==> src/rtl/if_fetch_pkg.sv <==
// Shared widths, constants, control-level encodings and FSM states for the IF stage.
// Also holds the next-PC helper so the wrap and branch rules are written once.
package if_fetch_pkg;

  localparam int WORD_W = 16;
  localparam int ADDR_W = 16;

  localparam logic [ADDR_W-1:0] PC_RESET = 16'h0000;
  localparam logic [WORD_W-1:0] NOP_INST = 16'h0800;

  localparam logic RstEnable  = 1'b1;
  localparam logic RstDisable = 1'b0;
  localparam logic StallYes   = 1'b1;
  localparam logic StallNo    = 1'b0;

  typedef enum logic [1:0] {
    IDLE = 2'd0,
    REQ  = 2'd1,
    HOLD = 2'd2
  } fetch_state_t;

  // Taken branch wins; otherwise sequential, wrapping modulo 2^16.
  function automatic logic [ADDR_W-1:0] next_pc(
    input logic [ADDR_W-1:0] pc,
    input logic              branch_flag,
    input logic [ADDR_W-1:0] branch_target
  );
    logic [ADDR_W-1:0] seq_pc;
    seq_pc = pc + {{(ADDR_W-1){1'b0}}, 1'b1};
    return branch_flag ? branch_target : seq_pc;
  endfunction

endpackage

==> src/rtl/if_fetch_pc_reg.sv <==
// Program counter register: loads PC_RESET on reset, next PC on an advance edge.
// One-cycle update latency; holds value whenever advance is low.
module if_fetch_pc_reg
  import if_fetch_pkg::*;
(
  input  logic              clk,
  input  logic              rst,
  input  logic              advance,
  input  logic              branch_flag,
  input  logic [ADDR_W-1:0] branch_target,
  output logic [ADDR_W-1:0] pc
);

  always_ff @(posedge clk) begin
    if (rst == RstEnable) begin
      pc <= PC_RESET;
    end else if (advance) begin
      pc <= next_pc(pc, branch_flag, branch_target);
    end
  end

endmodule

==> src/rtl/if_fetch.sv <==
// Instruction fetch: owns PC, fetches over req/ack, presents if_pc/if_inst to IF/ID.
// Memory data reaches if_inst combinationally; wait states raise fetch_stall_req, stalls park data in ibuf.
module if_fetch
  import if_fetch_pkg::*;
(
  input  logic              clk,
  input  logic              rst,
  input  logic              stall,
  input  logic              branch_flag,
  input  logic [ADDR_W-1:0] branch_target,
  output logic              mem_req,
  output logic [ADDR_W-1:0] mem_addr,
  input  logic              mem_ack,
  input  logic [WORD_W-1:0] mem_rdata,
  output logic              fetch_stall_req,
  output logic [ADDR_W-1:0] if_pc,
  output logic [WORD_W-1:0] if_inst
);

  fetch_state_t      state;
  logic [WORD_W-1:0] ibuf;
  logic [ADDR_W-1:0] pc;
  logic              advance;

  // The PC moves only when an instruction is actually handed to IF/ID,
  // so a branch seen during a stall is not applied until the stall clears.
  always_comb begin
    advance = 1'b0;
    unique case (state)
      REQ:     advance = mem_ack && (stall == StallNo);
      HOLD:    advance = (stall == StallNo);
      default: advance = 1'b0;
    endcase
  end

  if_fetch_pc_reg u_pc_reg (
    .clk           (clk),
    .rst           (rst),
    .advance       (advance),
    .branch_flag   (branch_flag),
    .branch_target (branch_target),
    .pc            (pc)
  );

  // mem_req is registered alongside the state so it is glitch-free to memory.
  always_ff @(posedge clk) begin
    if (rst == RstEnable) begin
      state   <= IDLE;
      ibuf    <= NOP_INST;
      mem_req <= 1'b0;
    end else begin
      unique case (state)
        IDLE: begin
          state   <= REQ;
          mem_req <= 1'b1;
        end
        REQ: begin
          if (mem_ack && (stall == StallYes)) begin
            ibuf    <= mem_rdata;
            state   <= HOLD;
            mem_req <= 1'b0;
          end
        end
        HOLD: begin
          if (stall == StallNo) begin
            state   <= REQ;
            mem_req <= 1'b1;
          end
        end
        default: begin
          state   <= IDLE;
          mem_req <= 1'b0;
        end
      endcase
    end
  end

  always_comb begin
    if_inst         = NOP_INST;
    fetch_stall_req = 1'b0;
    unique case (state)
      REQ: begin
        if_inst         = mem_ack ? mem_rdata : NOP_INST;
        fetch_stall_req = !mem_ack;
      end
      HOLD:    if_inst = ibuf;
      default: if_inst = NOP_INST;
    endcase
  end

  assign mem_addr = pc;
  assign if_pc    = pc;

endmodule

==> config.mk <==
export PLATFORM = sky130hd
export DESIGN_NAME = if_fetch
export DESIGN_NICKNAME = d
export VERILOG_FILES = /design/src/rtl/if_fetch_pkg.sv /design/src/rtl/if_fetch_pc_reg.sv /design/src/rtl/if_fetch.sv
export SDC_FILE = /design/constraint.sdc
export NUM_CORES = 1
export LEC_CHECK = 0
export ABC_AREA = 1
export CORE_MARGIN = 2
export CORE_UTILIZATION = 47
export DETAILED_ROUTE_END_ITERATION = 8
export HOLD_SLACK_MARGIN = 0.1
export PLACE_DENSITY = 0.86
export SYNTH_ARGS = -nofsm -noshare
export SYNTH_HDL_FRONTEND = slang
export SYNTH_SLANG_ARGS = --single-unit
==> constraint.sdc <==
create_clock -name clk -period 2.8 [get_ports clk]
set_input_delay 0.56 -clock clk [delete_from_list [all_inputs] [get_ports clk]]
set_output_delay 0.56 -clock clk [all_outputs]
set_load 0.02 [all_outputs]
==> summary.md <==
| Metric | Value |
|---|---|
| Leading area contributor after synthesis | `dfxtp_1` |
| Syn_nets | `405` |
| WS Path Type | `input port to output port` |
| Max Fclk | `0.370 GHz` |
| Startpoint types | `input port` |
| Post-CTS setup buffers | `0` |
| Async SR Flop Fraction | `0` |
| Number of clock sinks | `35` |
| Vias | `2473` |
| Maxcap violations | `0` |
| Mean area per synthesized cell | `6.05 um2` |
| Syn-to-layout area delta | `41.4%` |
| Post-synth top cells | `nand2_1, a21oi_1, nor2_1` |
| CORE AREA | `0.00441 mm2` |
| Sequential fraction of the synthesis area | `0.319` |
| HP Class | `flop to flop` |
| Main synth FF type | `dfxtp_1` |
| Clk Latency, worst-skew pair | `0.30 ns` |
| Post-synthesis compound-gate area fraction | `0.165` |
| WL per Instance | `12.6 um` |
| Yosys warns | `0` |
| Worst slew pin tran | `0.587 ns` |
| Tot Pwr | `1.20 mW` |
| Worst VDD drop | `296 uV` |
| Clk Tree Root Cell | `clkbuf_8` |
| Hold violation total from the final report | `0` |
| Final HPWL DP | `4390 um` |
| Setup ws final | `0.0979 ns` |
| Outcome | `finished clean` |
| Die Footprint | `0.00523 mm2` |
| H-tree levels | `2` |
| Final net count | `474` |
| Share of cells above drive strength 1 | `0.0531` |
| Mean number of vias per cell | `5.10` |
| Xor/xnor cell area share of the yosys netlist | `0` |
| Worst endpoint required time | `2.24 ns` |
| Most common cell in the netlist | `nand2_1` |
| Total track usage | `0.236` |
| Rel. slew slack | `0.608` |
| Area contributors post-synth | `dfxtp_1, nand2_1, a21oi_1` |
| Largest family of logic cells by synthesized area | `simple AND/OR/NAND/NOR gates` |
| Mapped Area | `0.00220 mm2` |
| Crit end category | `output port` |
| DIE WIDTH | `72.4 um` |
| CTS Buf Count | `5` |
| Antenna Nets Post-Route | `0` |
| Setup TNS | `0 ns` |
| Number of diodes | `0` |
| Pwr/cell area | `385 mW/mm2` |
| Synthesized flop and latch total | `35` |
| Mux share of post-synthesis cell area | `0` |
| DRT Pass-1 Iters | `4` |
| Rows | `24` |
| Fill cells | `383` |
| Gr ovfl total | `0` |
| Antenna violations before repair | `0` |
| Final period util | `0.965` |
| Worst-path clk slew | `0.07 ns` |
| Syn Inst Count | `363` |
| Post-Synth Adder-Cell Area | `0.0285` |
| Total Wirelength | `6090 um` |
| DRT iter0 DRCs | `240` |
| Die Span Y | `72.4 um` |
| IO Port Bufs | `86` |
| Crit path max fanout | `16` |
| Synth unique cells | `25` |
| Final min period | `2.70 ns` |
| Post-synth EDFFs | `0` |
| Pleak | `1.36 nW` |
| Drc violations | `0` |
| Final setup vio count | `0` |
| Number of max-slew violations in the final report | `0` |
| Post-route clock skew | `0.00729 ns` |
| CTS tree | `yes` |
| Arr. time, crit path | `2.14 ns` |
| Initial Utilization | `0.497` |
| Yosys top cell area share | `0.319` |
| Gpl congestion | `0.844` |
| CTS Buffer Depth | `2` |
| Pre-CTS setup slack | `0.0590 ns` |
| RSZ-0062 raised after global routing | `no` |
| Vias in the first global route | `2200` |
| # IOs | `87` |
| WHS | `0.463 ns` |
| Simple-gate share of the synthesized area | `0.349` |
| First-pass GRT wire length | `9750 um` |
| Hold bufs inserted after CTS | `0` |
| Largest net degree at the start of global routing | `20` |
metal layers:
layer	global-route usage	routed length (um)	part of all wire
met5	0	0	0
met4	0.0818	104	0.017
met3	0.0569	428	0.070
met2	0.393	2960	0.49
met1	0.296	2590	0.43
final timing paths:
path                         start  slack, ns  cells after the start                           to
max                        mem_ack        0.1                      6                   if_inst[7]
min           ibuf[8]$_SDFFE_PP0P_       0.46                      2         ibuf[8]$_SDFFE_PP0P_
max reg2reg  state[0]$_SDFFE_PP0P_       1.03                      8  u_pc_reg.pc[6]$_SDFFE_PP0P_
min reg2reg   ibuf[8]$_SDFFE_PP0P_       0.46                      2         ibuf[8]$_SDFFE_PP0P_
metrics by stage:
step	cells	util	cell area, um2
6_report	485	0.704	3110
5_1_grt	485	0.704	3110
4_1_cts	485	0.695	3070
3_5_place_dp	477	0.675	2980
3_3_place_gp	477	0.675	2980
2_1_floorplan	363	-	2200
worst max-delay path, cell delays in order:
cell and delay (ns):
clkdlybuf4s50_1 0.52, nand2_2 0.10, inv_4 0.16, nand2_1 0.07, a21oi_1 0.12, clkdlybuf4s50_1 0.61
cell usage in the layout, fill, tap and decap left out, drive strengths merged:
cell / n
dlymetal6s2s: 14
ha: 5
a31oi: 1
clkbuf: 5
a22o: 1
or2: 1
buf: 6
nand3: 16
o21ai: 19
clkdlybuf4s50: 72
nand2: 128
clkinv: 2
nor3: 2
a21oi: 49
dfxtp: 35
a22oi: 1
nor2: 42
clkinvlp: 2
nand4: 2
inv: 30
repair_timing:
item,CTS,global route
hold endpoints to repair,0,0
setup endpoints to repair,0,15
resized for setup,0,15
state kept, by name, indices dropped and copies added (netlist names):
signal and flops:
state 2, ibuf 16, mem_req 1, u_pc_reg.pc 16
report_power, final:
group          leakage, nW  total, mW  switching, mW  internal (mW)
clock network       0.0402      0.370          0.197          0.173
registers            0.283      0.536         0.0178          0.518
logic                 1.04      0.290          0.161          0.129
total                 1.36       1.20          0.376          0.820
area by class of cell:
| type | instances | area, um2 | share of cell area |
|---|---|---|---|
| inverters | 31 | 119 | 0.0383 |
| clock inverters | 3 | 20.0 | 0.00645 |
| well taps | 52 | 65.1 | 0.0210 |
| clock buffers | 5 | 68.8 | 0.0222 |
| multi-input cells | 267 | 1190 | 0.384 |
| repair buffers | 92 | 941 | 0.303 |
| flip-flops and latches | 35 | 701 | 0.226 |
kinds of logic after synthesis:
group                      count (synthesis)
and+or+nand+nor                          191
AOI/OAI and AO/OA                         71
buffers and inverters                     61
DFF                                       35
adders and majority gates                  5
(Power assumes the default switching activity.)
